**config.mk**
```make
export PLATFORM = sky130hd
export DESIGN_NAME = pump_axi_responder
export DESIGN_NICKNAME = d
export VERILOG_FILES = /design/src/rtl/pump_axi_responder_pkg.sv /design/src/rtl/pump_axi_timeout.sv /design/src/rtl/pump_axi_responder.sv
export SDC_FILE = /design/constraint.sdc
export NUM_CORES = 1
export LEC_CHECK = 0
export BUFFER_PORTS_ARGS = -buffer_cell sky130_fd_sc_hd__buf_4
export CORE_MARGIN = 8
export CORE_UTILIZATION = 51
export CTS_CLUSTER_SIZE = 10
export DETAILED_ROUTE_END_ITERATION = 12
export GPL_TIMING_DRIVEN = 0
export PLACE_DENSITY = 0.9
export SLEW_MARGIN = 10
export SYNTH_ARGS = -nofsm -noshare
export SYNTH_HDL_FRONTEND = slang
export SYNTH_SLANG_ARGS = --single-unit
```
**constraint.sdc**
```tcl
create_clock -name clk -period 5 [get_ports clk]
set_input_delay 0.25 -clock clk [delete_from_list [all_inputs] [get_ports clk]]
set_output_delay 0.25 -clock clk [all_outputs]
set_load 0.03 [all_outputs]
```
**src/rtl/pump_axi_responder_pkg.sv**
```systemverilog
// rtl/pump_axi_responder_pkg.sv - shared pump definitions: FSM encoding, AXI constants, error bits, memory map
package pump_axi_responder_pkg;

  // One-hot encoding keeps next-state and output decode to single-bit tests
  typedef enum logic [6:0] {
    ST_IDLE    = 7'b000_0001,
    ST_WR_REQ  = 7'b000_0010,
    ST_WR_RESP = 7'b000_0100,
    ST_DONE_WR = 7'b000_1000,
    ST_RD_REQ  = 7'b001_0000,
    ST_RD_RESP = 7'b010_0000,
    ST_DONE_RD = 7'b100_0000
  } pump_state_e;

  localparam logic [1:0] AXI_RESP_OKAY = 2'b00;

  // Bit positions inside err_flags
  localparam int ERR_OVERLAP  = 0;
  localparam int ERR_MISALIGN = 1;
  localparam int ERR_BAD_RESP = 2;
  localparam int ERR_TIMEOUT  = 3;

  // Exchannel memory windows: channel n lives at base + n * stride
  localparam logic [31:0] EXCHANNEL0_BASE_ADDR = 32'hA000_0000;
  localparam logic [31:0] EXCHANNEL_STRIDE     = 32'h0200_0000;

endpackage

```
**src/rtl/pump_axi_timeout.sv**
```systemverilog
// rtl/pump_axi_timeout.sv - per-phase wait counter with restart and expiry flag
module pump_axi_timeout #(
  parameter int LIMIT = 1024
) (
  input  logic clk,
  input  logic rstn,
  input  logic clear,
  input  logic start,
  output logic expired
);

  localparam logic [15:0] LIMIT_M1 = 16'(LIMIT - 1);

  logic [15:0] cnt;
  logic [15:0] cur;

  // clear restarts the count in the same cycle, so the first waiting cycle is cycle zero
  assign cur     = clear ? 16'd0 : cnt;
  assign expired = start && (cur >= LIMIT_M1);

  // Count waiting cycles, saturating so a stuck slave cannot wrap the counter
  always_ff @(posedge clk) begin
    if (!rstn) begin
      cnt <= 16'd0;
    end else if (start && (cur != 16'hFFFF)) begin
      cnt <= cur + 16'd1;
    end else begin
      cnt <= cur;
    end
  end

endmodule

```
**src/rtl/pump_axi_responder.sv**
```systemverilog
// rtl/pump_axi_responder.sv - turns pump single-word requests into AXI4-Lite master transactions
module pump_axi_responder
  import pump_axi_responder_pkg::*;
#(
  parameter int ADDR_W         = 32,
  parameter int DATA_W         = 32,
  parameter int TIMEOUT_CYCLES = 1024
) (
  input  logic                clk,
  input  logic                rstn,
  input  logic                wr_en,
  input  logic [ADDR_W-1:0]   wr_addr,
  input  logic [DATA_W-1:0]   wr_data,
  output logic                wr_done,
  input  logic                rd_en,
  input  logic [ADDR_W-1:0]   rd_addr,
  output logic                rd_valid,
  output logic [DATA_W-1:0]   rd_data,
  output logic                rd_done,
  output logic [ADDR_W-1:0]   m_axi_awaddr,
  output logic                m_axi_awvalid,
  input  logic                m_axi_awready,
  output logic [DATA_W-1:0]   m_axi_wdata,
  output logic [DATA_W/8-1:0] m_axi_wstrb,
  output logic                m_axi_wvalid,
  input  logic                m_axi_wready,
  input  logic [1:0]          m_axi_bresp,
  input  logic                m_axi_bvalid,
  output logic                m_axi_bready,
  output logic [ADDR_W-1:0]   m_axi_araddr,
  output logic                m_axi_arvalid,
  input  logic                m_axi_arready,
  input  logic [DATA_W-1:0]   m_axi_rdata,
  input  logic [1:0]          m_axi_rresp,
  input  logic                m_axi_rvalid,
  output logic                m_axi_rready,
  output logic                busy,
  output logic [3:0]          err_flags,
  input  logic                err_clr
);

  pump_state_e state;
  logic        tmo_clr;
  logic        tmo_wait;
  logic        tmo_expired;
  logic [3:0]  err_set;

  // Only full-word writes are issued
  assign m_axi_wstrb = '1;

  assign tmo_wait = (state == ST_WR_REQ) || (state == ST_WR_RESP) ||
                    (state == ST_RD_REQ) || (state == ST_RD_RESP);

  pump_axi_timeout #(
    .LIMIT (TIMEOUT_CYCLES)
  ) u_timeout (
    .clk     (clk),
    .rstn    (rstn),
    .clear   (tmo_clr),
    .start   (tmo_wait),
    .expired (tmo_expired)
  );

  // Collect this cycle's error events; a write wins over a simultaneous read
  always_comb begin
    err_set = 4'b0000;
    if (state == ST_IDLE) begin
      err_set[ERR_OVERLAP] = wr_en && rd_en;
      if (wr_en) begin
        err_set[ERR_MISALIGN] = (wr_addr[1:0] != 2'b00);
      end else if (rd_en) begin
        err_set[ERR_MISALIGN] = (rd_addr[1:0] != 2'b00);
      end
    end else begin
      err_set[ERR_OVERLAP] = wr_en || rd_en;
    end
    if ((state == ST_WR_RESP) && m_axi_bvalid && (m_axi_bresp != AXI_RESP_OKAY)) begin
      err_set[ERR_BAD_RESP] = 1'b1;
    end
    if ((state == ST_RD_RESP) && m_axi_rvalid && (m_axi_rresp != AXI_RESP_OKAY)) begin
      err_set[ERR_BAD_RESP] = 1'b1;
    end
    err_set[ERR_TIMEOUT] = tmo_expired;
  end

  // Sticky error flags; clearing beats any event landing in the same cycle
  always_ff @(posedge clk) begin
    if (!rstn) begin
      err_flags <= 4'b0000;
    end else if (err_clr) begin
      err_flags <= 4'b0000;
    end else begin
      err_flags <= err_flags | err_set;
    end
  end

  // Request FSM with registered AXI handshake and completion outputs
  always_ff @(posedge clk) begin
    if (!rstn) begin
      state         <= ST_IDLE;
      tmo_clr       <= 1'b1;
      busy          <= 1'b0;
      wr_done       <= 1'b0;
      rd_done       <= 1'b0;
      rd_valid      <= 1'b0;
      rd_data       <= '0;
      m_axi_awaddr  <= '0;
      m_axi_awvalid <= 1'b0;
      m_axi_wdata   <= '0;
      m_axi_wvalid  <= 1'b0;
      m_axi_bready  <= 1'b0;
      m_axi_araddr  <= '0;
      m_axi_arvalid <= 1'b0;
      m_axi_rready  <= 1'b0;
    end else begin
      tmo_clr  <= 1'b0;
      wr_done  <= 1'b0;
      rd_done  <= 1'b0;
      rd_valid <= 1'b0;
      case (state)
        ST_IDLE: begin
          if (wr_en) begin
            m_axi_awaddr  <= {wr_addr[ADDR_W-1:2], 2'b00};
            m_axi_wdata   <= wr_data;
            m_axi_awvalid <= 1'b1;
            m_axi_wvalid  <= 1'b1;
            busy          <= 1'b1;
            tmo_clr       <= 1'b1;
            state         <= ST_WR_REQ;
          end else if (rd_en) begin
            m_axi_araddr  <= {rd_addr[ADDR_W-1:2], 2'b00};
            m_axi_arvalid <= 1'b1;
            busy          <= 1'b1;
            tmo_clr       <= 1'b1;
            state         <= ST_RD_REQ;
          end
        end
        ST_WR_REQ: begin
          // A dropped valid means that channel already handshook
          if (m_axi_awvalid && m_axi_awready) m_axi_awvalid <= 1'b0;
          if (m_axi_wvalid && m_axi_wready) m_axi_wvalid <= 1'b0;
          if ((!m_axi_awvalid || m_axi_awready) && (!m_axi_wvalid || m_axi_wready)) begin
            m_axi_bready <= 1'b1;
            tmo_clr      <= 1'b1;
            state        <= ST_WR_RESP;
          end
        end
        ST_WR_RESP: begin
          if (m_axi_bvalid) begin
            m_axi_bready <= 1'b0;
            wr_done      <= 1'b1;
            tmo_clr      <= 1'b1;
            state        <= ST_DONE_WR;
          end
        end
        ST_RD_REQ: begin
          if (m_axi_arready) begin
            m_axi_arvalid <= 1'b0;
            m_axi_rready  <= 1'b1;
            tmo_clr       <= 1'b1;
            state         <= ST_RD_RESP;
          end
        end
        ST_RD_RESP: begin
          if (m_axi_rvalid) begin
            rd_data      <= m_axi_rdata;
            m_axi_rready <= 1'b0;
            rd_valid     <= 1'b1;
            rd_done      <= 1'b1;
            tmo_clr      <= 1'b1;
            state        <= ST_DONE_RD;
          end
        end
        ST_DONE_WR, ST_DONE_RD: begin
          busy    <= 1'b0;
          tmo_clr <= 1'b1;
          state   <= ST_IDLE;
        end
        default: begin
          m_axi_awvalid <= 1'b0;
          m_axi_wvalid  <= 1'b0;
          m_axi_bready  <= 1'b0;
          m_axi_arvalid <= 1'b0;
          m_axi_rready  <= 1'b0;
          busy          <= 1'b0;
          tmo_clr       <= 1'b1;
          state         <= ST_IDLE;
        end
      endcase
    end
  end

endmodule

```
==> results of run 1 <==
[layer usage]
metal	GRT usage	vias to the layer above
met4	0.104	0
met5	0	-
met2	0.501	317
li1	-	3292
met1	0.287	3185
met3	0.111	48
[logic make-up (layout without fill, tap and decap cells)]
| kind of cell | Yosys count | count (layout) | share of synthesized area |
|---|---|---|---|
| AND/OR/NAND/NOR | 369 | 369 | 0.257 |
| AO/OA/AOI/OAI | 194 | 194 | 0.172 |
| flip-flops | 160 | 160 | 0.502 |
| buffers and inverters | 72 | 382 | 0.0565 |
| XOR/XNOR | 4 | 4 | 0.00549 |
| adder cells (fa/ha/maj) | 2 | 2 | 0.00353 |
| other | 2 | 8 | 0.00118 |
| multiplexers | 1 | 1 | 0.00157 |
[area by class of cell]
class | instances | share of cell area
Buffer | 64 | 0.0354
Inverter | 8 | 0.00322
Timing Repair Buffer | 278 | 0.224
Multi-Input combinational cell | 578 | 0.304
Sequential cell | 160 | 0.344
Clock buffer | 22 | 0.0498
Clock inverter | 10 | 0.0168
Tap cell | 172 | 0.0231
[cell usage in the layout (no fill, tap or decap), drive strengths merged, types with 5 or more instances in the layout]
master	count
buf	300
nand2	263
dfxtp	160
a21oi	142
clkbuf	64
nor2	24
nand3	14
o21ai	10
nor2b	9
a31oi	9
nor3	8
conb	8
inv	8
nand2b	7
and2	7
o31ai	5
clkinv	5
[flip-flops by register name, summed over array words and instances (netlist names)]
name / cells
state: 7
m_axi_bready: 1
err_flags: 4
m_axi_rready: 1
m_axi_wdata: 32
m_axi_wvalid: 1
m_axi_awvalid: 1
tmo_clr: 1
rd_data: 32
m_axi_arvalid: 1
busy: 1
m_axi_awaddr: 30
u_timeout.cnt: 16
m_axi_araddr: 30
wr_done: 1
rd_done: 1
[how the worst max path moves through the flow]
stage | from | endpoint | slack (ns) | cells past startpoint
final | state[5] | m_axi_wdata[22] | 2.39 | 7
after global placement | state[5] | m_axi_wdata[31] | 2.46 | 7
after detailed placement | state[4] | m_axi_wdata[2] | 2.46 | 7
after global routing | state[5] | m_axi_wdata[9] | 2.23 | 7
after floorplan | tmo_clr | u_timeout.cnt[9] | 2.89 | 9
after CTS | state[4] | m_axi_wdata[22] | 2.40 | 7
[power by group]
part           internal (W)  switching, W  total, W
Combinational      0.000250      0.000388  0.000638
Sequential          0.00135     0.0000402   0.00139
Clock              0.000860      0.000504   0.00136
[per-stage QoR]
step	instance area [um2]	cells	power, W	utilization	hold slack (ns)
after global routing	9320	1292	0.00351	0.751	0.0572
after detailed placement	8700	1260	0.00204	0.701	0.444
after global placement	8700	1260	0.00203	0.701	0.435
after floorplan	6400	810	0.00177	-	0.384
after CTS	9320	1292	0.00340	0.751	0.0607
final	9320	1292	0.00339	0.751	0.0709
[worst max-delay path, stage by stage, from the launching register on]
cell and delay, ns:
dfxtp_1 0.35, or3_1 0.34, buf_2 0.16, nor4b_4 0.62
nand2_1 0.42, clkbuf_1 0.34, nand2_1 0.15, a21oi_1 0.09
==> key figures, run 1 <==
Yosys
  • Seq/Total Area, Yosys: 0.502
  • Avg Inst Size Synth: 7.93 um2
  • Top post-synthesis cells by area: dfxtp_1 (50%), nand2_1 (15%), a21oi_1 (11%)
  • Predominant post-synthesis flop cell: dfxtp_1
  • Most common cell in the synthesized netlist: nand2_1
  • Most frequent cells after synthesis: nand2_1 (263), dfxtp_1 (160), a21oi_1 (142), clkbuf_1 (42), nor2_1 (24)
  • Synth Instances: about 800
  • Ys async rst share: 0
  • YS warnings: 0
  • Largest area contributor in the netlist: dfxtp_1
  • Seq cells post-synth: 160
  • Post-synth top area share: 0.502
  • Number of flops mapped to enable cells by yosys: 0
  • Unique masters post-synth: 56
  • Mapped Area: between 6000 and 7000 um2

Clock tree
  • # clock sinks: 160
  • Latest clock arrival within the worst-skew pair: 0.42 ns
  • Deepest clock path buffer count: 2
  • Postcts setup bufs: 0
  • H-tree depth: 4
  • CTS resizes: 0
  • CTS root buffer: clkbuf_16
  • Clock-pin transition on the worst setup and hold timing paths: approximately 0.06 ns
  • CTS tree: built
  • Clock buffer count from CTS: 17
  • Hold Buf Count CTS: 0

GRT
  • First-pass GRT wire length: 35400 um
  • Initial antenna violation count: 0
  • Vias in the first global route: 6810
  • GRT Util Overall: 0.280
  • Largest net degree at the start of global routing: 17
  • Overflow after GRT: 0

Detailed routing
  • Met1 WL: 8430 um
  • DRT Pass-1 Iters: 6
  • Via count: ~7000
  • DR vias/cell: approximately 5.3
  • Remaining DRCs: 0
  • Highest routed layer: met4
  • Routed wl met3: roughly 2400 um
  • Routed wl met2: 12100 um
  • Final WL: 23500 um
  • 1st-iter DRT viols: 477
  • Wire per inst: 18.2 um
  • Remaining antenna violation count: 0

Die
  • Starting Density: 0.514
  • Core Footprint: between 10000 and 15000 um2
  • I/O pin total: 287
  • Row count: 41
  • DIE AREA: 16300 um2
  • Chip Width: 128 um
  • Die height: between 100 and 150 um

STA
  • Final hold viol count: 0
  • Final setup vio count: 0
  • Setup TNS: 0 ns
  • Rel. slew slack: 0.449
  • Worst slew pin tran: 0.821 ns
  • RSZ-0062 raised after global routing: false
  • Fmax: 0.383 GHz
  • Clock skew: ~0.0091 ns
  • Final WS setup: 2.39 ns
  • Max-slew violation count: 0
  • Period minus WS final: about 2.6 ns
  • Period utilization: 0.523

Min path
  • Hold path endpoint: m_axi_wdata[17]
  • Hold path start: wr_data[17]
  • Class of the tightest hold or removal check: in2reg
  • Hold-critical path depth: 3

Run status
  • Status: complete, no violations

Critical path
  • Crit path DAT: around 2.9 ns
  • Capture point of the worst reg-to-reg path: m_axi_wdata[22]
  • Reg-to-reg setup timing slack: 2.39 ns
  • Critical path type: reg2reg
  • Critical R2R Launch: state[5]
  • Type of origin of the critical path: register
  • Reg2Reg Depth: 7
  • Worst-path maximum fanout: 10
  • Req. time, crit path: 5.28 ns
  • CP Capture Type: register

Pwr
  • Lkg Pwr: between 4 and 5 nW
  • Maximum vdd drop: 0.317 mV
  • PwrDens: 363 nW/um2

Finish
  • Filler cells: 948
  • FF+latch area: 3200 um2
  • Antenna diodes: 0
  • Nets: ~1300
  • Multi-input gate area: about 2800 um2
  • Area Growth Syn to Fin: 46.2%
  • Share of cells above drive strength 1: 0.306

Placement
  • PortBufs: 278
  • DP HPWL: 17300 um
  • Post-Place Worst Slack: 2.46 ns
  • Final GP Congestion: just over 0.9

Run
  • Number of max-cap violations: 0
No activity file was read; power rests on OpenSTA's default activity.
==> inputs of run 2 (changes only) <==
Settings changed: CORE_UTILIZATION 51 to 42, PLACE_DENSITY 0.9 to 0.79.
Clock period 5 ns to 2.34 ns, I/O delays scaled along.
==> run 2 against run 1 <==
Effect of this change: total power increased by 110%; flip-flop and latch count did not move; clock power grew 91%; largest cell class is now non-clock buffers; highest routed layer unchanged; sequential share of layout area decreased by 4.2 points; largest power group unchanged; final cell count increased by 12%.
==> key figures, run 2 (same netlist as run 1, synthesis figures left out) <==
Run status
  • Status: complete, no violations

GRT
  • Largest net degree at the start of global routing: 17 (unchanged)
  • Initial antenna violation count: 3 (+3)
  • Vias in the first global route: 7896 (+16%)
  • Overflow after GRT: 0 (unchanged)
  • First-pass GRT wire length: 41800 um (+18%)
  • GRT Util Overall: 0.271 (-0.00894)

Pwr
  • Tot Pwr: 0.00719 W (+110%)
  • NetSw: 0.00215 W (+130%)
  • Sequential share of power: 0.412 (+0.003)
  • Lkg Pwr: 4.56 nW (+13%)
  • Maximum vdd drop: 0.830 mV (+160%)
  • Clock power share: 0.362 (-0.041)
  • Internal Pwr Total: 0.00505 W (+110%)
  • Sw Ratio: 0.298 (+0.0232)
  • Logic pwr share: 0.226 (+0.038)
  • PwrDens: 677 nW/um2 (+86%)

Critical path
  • Req. time, crit path: 2.69 ns (-2.59 ns)
  • Worst-path maximum fanout: 13 (+3)
  • Type of origin of the critical path: register
  • CP startpoint: tmo_clr
  • Critical path type: reg2reg
  • CP Capture Type: register
  • Worst Setup EP: u_timeout.cnt[4]
  • Reg2Reg Depth: 8 (+1)
  • Crit path DAT: 2.59 ns (-0.31 ns)
  • Capture point of the worst reg-to-reg path: u_timeout.cnt[4]
  • Critical R2R Launch: tmo_clr
  • Reg-to-reg setup timing slack: 0.09 ns (-2.29 ns)

Die
  • Die height: 139 um (+8.9%)
  • I/O pin total: 287 (unchanged)
  • Row count: 45 (+9.8%)
  • Starting Density: 0.424 (-0.0895)
  • Chip Width: 139 um (+8.9%)
  • DIE AREA: 19400 um2 (+19%)
  • Core Footprint: 15000 um2 (+21%)

Finish
  • Share of cells above drive strength 1: 0.289 (-0.0175)
  • Final Non-Filler Cells: 1442 (+12%)
  • Commonest non-fill, non-tap cell in the layout: buf_4
  • Area Growth Syn to Fin: 66.6%
  • Commonest cells after routing, fill and taps aside: buf_4 (293), nand2_1 (262), dfxtp_1 (160)
  • Nets: 1381 (+10%)
  • Regs by FF count: m_axi_wdata x32, rd_data x32
  • Filler cells: 1063 (+12%)

Placement
  • Placed instance count: 1276 (+1.3%)
  • Final GP Congestion: 0.871 (-4.2%)
  • DP HPWL: 17100 um (-0.67%)
  • PortBufs: 278 (unchanged)

STA
  • Final setup vio count: 0 (unchanged)
  • Period utilization: 0.960 (+0.438)
  • Fmax: 0.445 GHz (+16%)
  • Max-slew violation count: 0 (unchanged)
  • Rel. slew slack: 0.523 (+0.0738)
  • Final hold viol count: 0 (unchanged)
  • Clock skew: 0.00793 ns (-0.00117 ns)
  • RSZ-0062 raised after global routing: false
  • Period minus WS final: 2.25 ns (-0.366 ns)
  • Worst slew pin tran: 0.715 ns (-0.106 ns)
  • Worst hold slack: 0.0175 ns (-0.0535 ns)

Clock tree
  • CTS tree: built
  • CTS root buffer: clkbuf_16
  • Clock-pin transition on the worst setup and hold timing paths: 0.06 ns (about the same)
  • H-tree depth: 4 (unchanged)
  • Latest clock arrival within the worst-skew pair: 0.42 ns (about the same)
  • Clock buffer count from CTS: 17 (unchanged)
  • Deepest clock path buffer count: 2 (unchanged)
  • # clock sinks: 160 (unchanged)

Min path
  • Class of the tightest hold or removal check: in2reg
  • Hold path start: wr_addr[1]

Detailed routing
  • DR vias/cell: 5.24 (-1.1%)
  • Via count: 7555 (+10%)
  • Final WL: 27100 um (+15%)
  • Wire per inst: 18.8 um (+3.3%)
  • 1st-iter DRT viols: 427 (-10%)
  • Remaining DRCs: 0 (unchanged)
  • Remaining antenna violation count: 0 (unchanged)
  • DRT Pass-1 Iters: 5 (-1)

Run
  • Number of max-cap violations: 0 (unchanged)
[run 2: layout make-up]
class	count	area (um2)	area share
clock buffers	23	488	0.0459
clock inverters	8	56.3	0.00530
flip-flops and latches	160	3200	0.301
diodes	4	10.0	0.000942
repair buffers	411	3400	0.320
multi-input cells	578	2860	0.269
plain buffers	62	340	0.0320
inverters	8	30.0	0.00283
well taps	188	235	0.0221
[run 2: metrics by stage]
stage	util	worst slack [ns]	setup TNS (ns)	area, um2
4_1_cts	0.703	0.0459	0	10600
3_5_place_dp	0.580	-0.250	-11.64	8720
6_report	0.707	0.0930	0	10600
2_1_floorplan	-	0.230	0	6400
3_3_place_gp	0.580	-0.224	-10.84	8720
5_1_grt	0.707	0.00560	0	10600
[run 2: worst min-delay path by stage]
stage	depth (start not counted)	slack, ns	end
after floorplan	2	0.25	rd_done
after global placement	3	0.36	m_axi_awaddr[6]
after detailed placement	3	0.37	m_axi_wdata[18]
after CTS	3	0.006	err_flags[1]
after global routing	3	0.01	err_flags[1]
final	3	0.02	err_flags[1]
[run 2: critical path: stages, from the launching register on]
cell      delay [ns]
dfxtp_1         0.34
clkbuf_4        0.20
nor2b_1         0.08
ha_1            0.25
nand3_1         0.11
and4bb_2        0.29
and2_2          0.26
or4_1           0.49
a21oi_1         0.15
[run 2: power groups by stage]
stage               Clock [W]  Sequential (W)  Combinational, W
finish                0.00260         0.00297           0.00163
floorplan                   0         0.00328          0.000493
global placement            0         0.00301           0.00133
global route          0.00275         0.00298           0.00173
detailed placement          0         0.00301           0.00135
CTS                   0.00261         0.00295           0.00156
[run 2: routing by layer]
metal  track usage  part of all wire  vias to the layer above
li1              -                 -                     3567
met1         0.281              0.37                     3495
met2         0.464              0.49                      404
met3         0.102             0.088                       89
met4         0.155             0.048                        0
met5             0                 0                        -
[run 2: what timing repair did]
| action | 4_1_cts | 5_1_grt |
|---|---|---|
| pin swaps | 1 | 1 |
| hold buffers | 127 | 0 |
| endpoints found under the hold margin | 127 | 0 |
| endpoints found under the setup margin | 63 | 48 |
| setup buffers | 4 | 2 |
| gates resized for setup | 2 | 21 |
==> inputs of run 3 (changes only) <==
Settings changed: CELL_PAD_IN_SITES_DETAIL_PLACEMENT set to 1, CELL_PAD_IN_SITES_GLOBAL_PLACEMENT set to 1, CORE_UTILIZATION 42 to 31, PLACE_DENSITY 0.79 to 0.81, SYNTH_HIERARCHICAL set to 1.
==> run 3 against run 2 <==
Effect of this change: the run now ends with setup timing left; via count up 2.1%; flip-flop and latch count unchanged; clock skew up 0.0034 ns; combinational power up 6%; total power up 8.0%; fmax down 11%; utilization down 17 points; largest cell class unchanged.
==> key figures, run 3 <==
Run status
  • Status: complete, but fails checks
  • Failing checks: setup timing

Critical path
  • Type of origin of the critical path: register
  • CP Capture Type: register
  • Req. time, crit path: 2.70 ns (about the same)
  • Crit path DAT: 2.89 ns (+0.30 ns)
  • Worst-path maximum fanout: 4 (-9)
  • Critical path type: reg2reg

Yosys
  • Synth Area in Compound Gates: 0.210 (+0.0373)
  • Unique masters post-synth: 57 (+1.8%)
  • Largest area contributor in the netlist: dfxtp_1
  • Seq cells post-synth: 160 (unchanged)
  • Xor/xnor share of the synthesized area: 0.00523 (-0.000264)
  • Synth Instances: 803 (-0.12%)
  • Post-synth top area share: 0.478 (-0.0241)
  • YS warnings: 6 (+6)
  • Seq/Total Area, Yosys: 0.478 (-0.0241)
  • Top post-synthesis cells by area: dfxtp_1 (48%), nand2_1 (15%), a21boi_1 (8.0%)
  • Avg Inst Size Synth: 8.34 um2 (+5.2%)
  • Most frequent cells after synthesis: nand2_1 (269), dfxtp_1 (160), a21boi_1 (71), a21boi_0 (57), clkbuf_1 (29)
  • Most common cell in the synthesized netlist: nand2_1
  • Main combinational cell family by area after synthesis: simple AND/OR/NAND/NOR gates
  • Mapped Area: 6700 um2 (+5.0%)
  • Ys async rst share: 0 (unchanged)
  • Mux contribution to synthesized area: 0 (-0.00157)
  • Number of flops mapped to enable cells by yosys: 0 (unchanged)
  • Post-Synth Simple-Gate Area: 0.254 (-0.00281)
  • Adder-Cell Fraction of Synth Area: 0.00149 (-0.00204)
  • Predominant post-synthesis flop cell: dfxtp_1

Die
  • I/O pin total: 287 (unchanged)
  • Chip Width: 163 um (+17%)
  • DIE AREA: 26600 um2 (+37%)
  • Starting Density: 0.318 (-0.107)
  • Core Footprint: 21100 um2 (+40%)
  • Die height: 163 um (+17%)
  • Row count: 53 (+18%)

Clock tree
  • H-tree depth: 4 (unchanged)
  • CTS tree: built
  • Deepest clock path buffer count: 2 (unchanged)
  • # clock sinks: 160 (unchanged)
  • CTS root buffer: clkbuf_16
  • Clock-pin transition on the worst setup and hold timing paths: 0.07 ns (about the same)
  • Clock buffer count from CTS: 17 (unchanged)
  • Latest clock arrival within the worst-skew pair: 0.43 ns (about the same)

Detailed routing
  • DR vias/cell: 5.01 (-4.3%)
  • Final WL: 32900 um (+21%)
  • Remaining antenna violation count: 0 (unchanged)
  • DRT Pass-1 Iters: 4 (-1)
  • Via count: 7712 (+2.1%)
  • Remaining DRCs: 0 (unchanged)
  • 1st-iter DRT viols: 307 (-28%)
  • Wire per inst: 21.4 um (+14%)

Finish
  • Multi-input gate area: 3370 um2 (+18%)
  • Commonest cells after routing, fill and taps aside: buf_4 (305), nand2_1 (267), dfxtp_1 (156)
  • Area Growth Syn to Fin: 70.3%
  • Filler cells: 2499 (+140%)
  • FF+latch area: 3210 um2 (+0.31%)
  • Regs by FF count: m_axi_wdata x32, rd_data x32
  • Share of cells above drive strength 1: 0.309 (+0.0207)
  • Nets: 1387 (+0.43%)
  • Commonest non-fill, non-tap cell in the layout: buf_4

Run
  • Number of max-cap violations: 0 (unchanged)

STA
  • Max-slew violation count: 0 (unchanged)
  • Clock skew: 0.0113 ns (+0.00338 ns)
  • Period minus WS final: 2.53 ns (+0.278 ns)
  • Rel. slew slack: 0.544 (+0.0208)
  • Worst slew pin tran: 0.675 ns (-0.0407 ns)
  • RSZ-0062 raised after global routing: true
  • Final WS setup: -0.185 ns (-0.278 ns)
  • Period utilization: 1.08 (+0.119)
  • Final hold viol count: 0 (unchanged)
  • Fmax: 0.396 GHz (-11%)
  • Final setup vio count: 50 (+50)

GRT
  • Initial antenna violation count: 8 (+5)
  • Vias in the first global route: 8764 (+11%)
  • Overflow after GRT: 0 (unchanged)
  • First-pass GRT wire length: 49700 um (+19%)
  • GRT Util Overall: 0.241 (-0.0294)
  • Largest net degree at the start of global routing: 17 (unchanged)

Pwr
  • PwrDens: 681 nW/um2 (+0.61%)
  • Lkg Pwr: 4.81 nW (+5.5%)
  • Tot Pwr: 0.00777 W (+8.0%)
  • Maximum vdd drop: 0.535 mV (-36%)

Placement
  • Final GP Congestion: 0.837 (-3.9%)
  • PortBufs: 277 (-0.36%)
  • Post-Place Worst Slack: -0.520 ns (-0.270 ns)
  • DP HPWL: 20800 um (+21%)

Min path
  • Class of the tightest hold or removal check: in2reg
[run 3: power breakdown]
part | switching (W) | internal [W] | leakage [nW]
registers | 0.000119 | 0.00288 | 1.30
clock network | 0.00124 | 0.00180 | 0.299
logic | 0.000996 | 0.000723 | 3.20
[run 3: final timing paths]
kind | from | endpoint | slack (ns) | depth (start not counted)
setup / recovery | state[6] | u_timeout/cnt[9] | -0.19 | 10
hold / removal | m_axi_rresp[0] | err_flags[2] | 0.01 | 3
setup reg to reg | state[6] | u_timeout/cnt[9] | -0.19 | 10
hold reg to reg | m_axi_araddr[6] | m_axi_araddr[6] | 0.45 | 2
[run 3: cell families after synthesis]
family,after synthesis
AO/OA/AOI/OAI,194
XOR/XNOR,4
adder cells (fa/ha/maj),1
buffers and inverters,67
flip-flops,160
other,2
AND/OR/NAND/NOR,375
[run 3: critical path: stages (launching register included)]
cell      delay (ns)
dfxtp_4         0.37
buf_8           0.13
buf_4           0.13
nor3_2          0.24
nand2_2         0.15
nand2_2         0.12
nand4_1         0.12
or4_1           0.44
clkbuf_8        0.16
or4_1           0.48
a21oi_2         0.12
[run 3: per-layer routing]
layer	wire length (um)	global-route usage	up-vias	share of wire
met5	24	0	-	0.00073
met4	1520	0.135	4	0.046
met3	2310	0.0791	87	0.070
met2	17700	0.451	253	0.54
met1	11400	0.228	3782	0.35
li1	-	-	3586	-
[run 3: layout make-up]
type,count,area share
diodes,6,0.00132
plain buffers,60,0.0307
clock buffers,17,0.0373
clock inverters,14,0.0178
inverters,7,0.00230
multi-input cells,582,0.296
flip-flops and latches,160,0.282
well taps,275,0.0302
repair buffers,417,0.303
[run 3: what timing repair did]
item | CTS | global route
endpoints found under the hold margin | 127 | 0
cloned | 0 | 0
buffers inserted | 10 | 3
hold buffers | 127 | 0
gates resized for setup | 24 | 14
endpoints found under the setup margin | 10 | 71
pin swaps | 9 | 3
[run 3: through the flow]
step                setup TNS, ns   util  hold slack, ns  instances  area [um2]
finish                      -2.03  0.541          0.0113       1538       11400
global route                -9.83  0.541          0.0500       1538       11400
CTS                         -1.14  0.535         0.00499       1529       11300
detailed placement          -2.89  0.436           0.375       1361        9200
global placement            -2.00  0.436           0.364       1361        9200
floorplan                  -0.129      -           0.220        809        6780
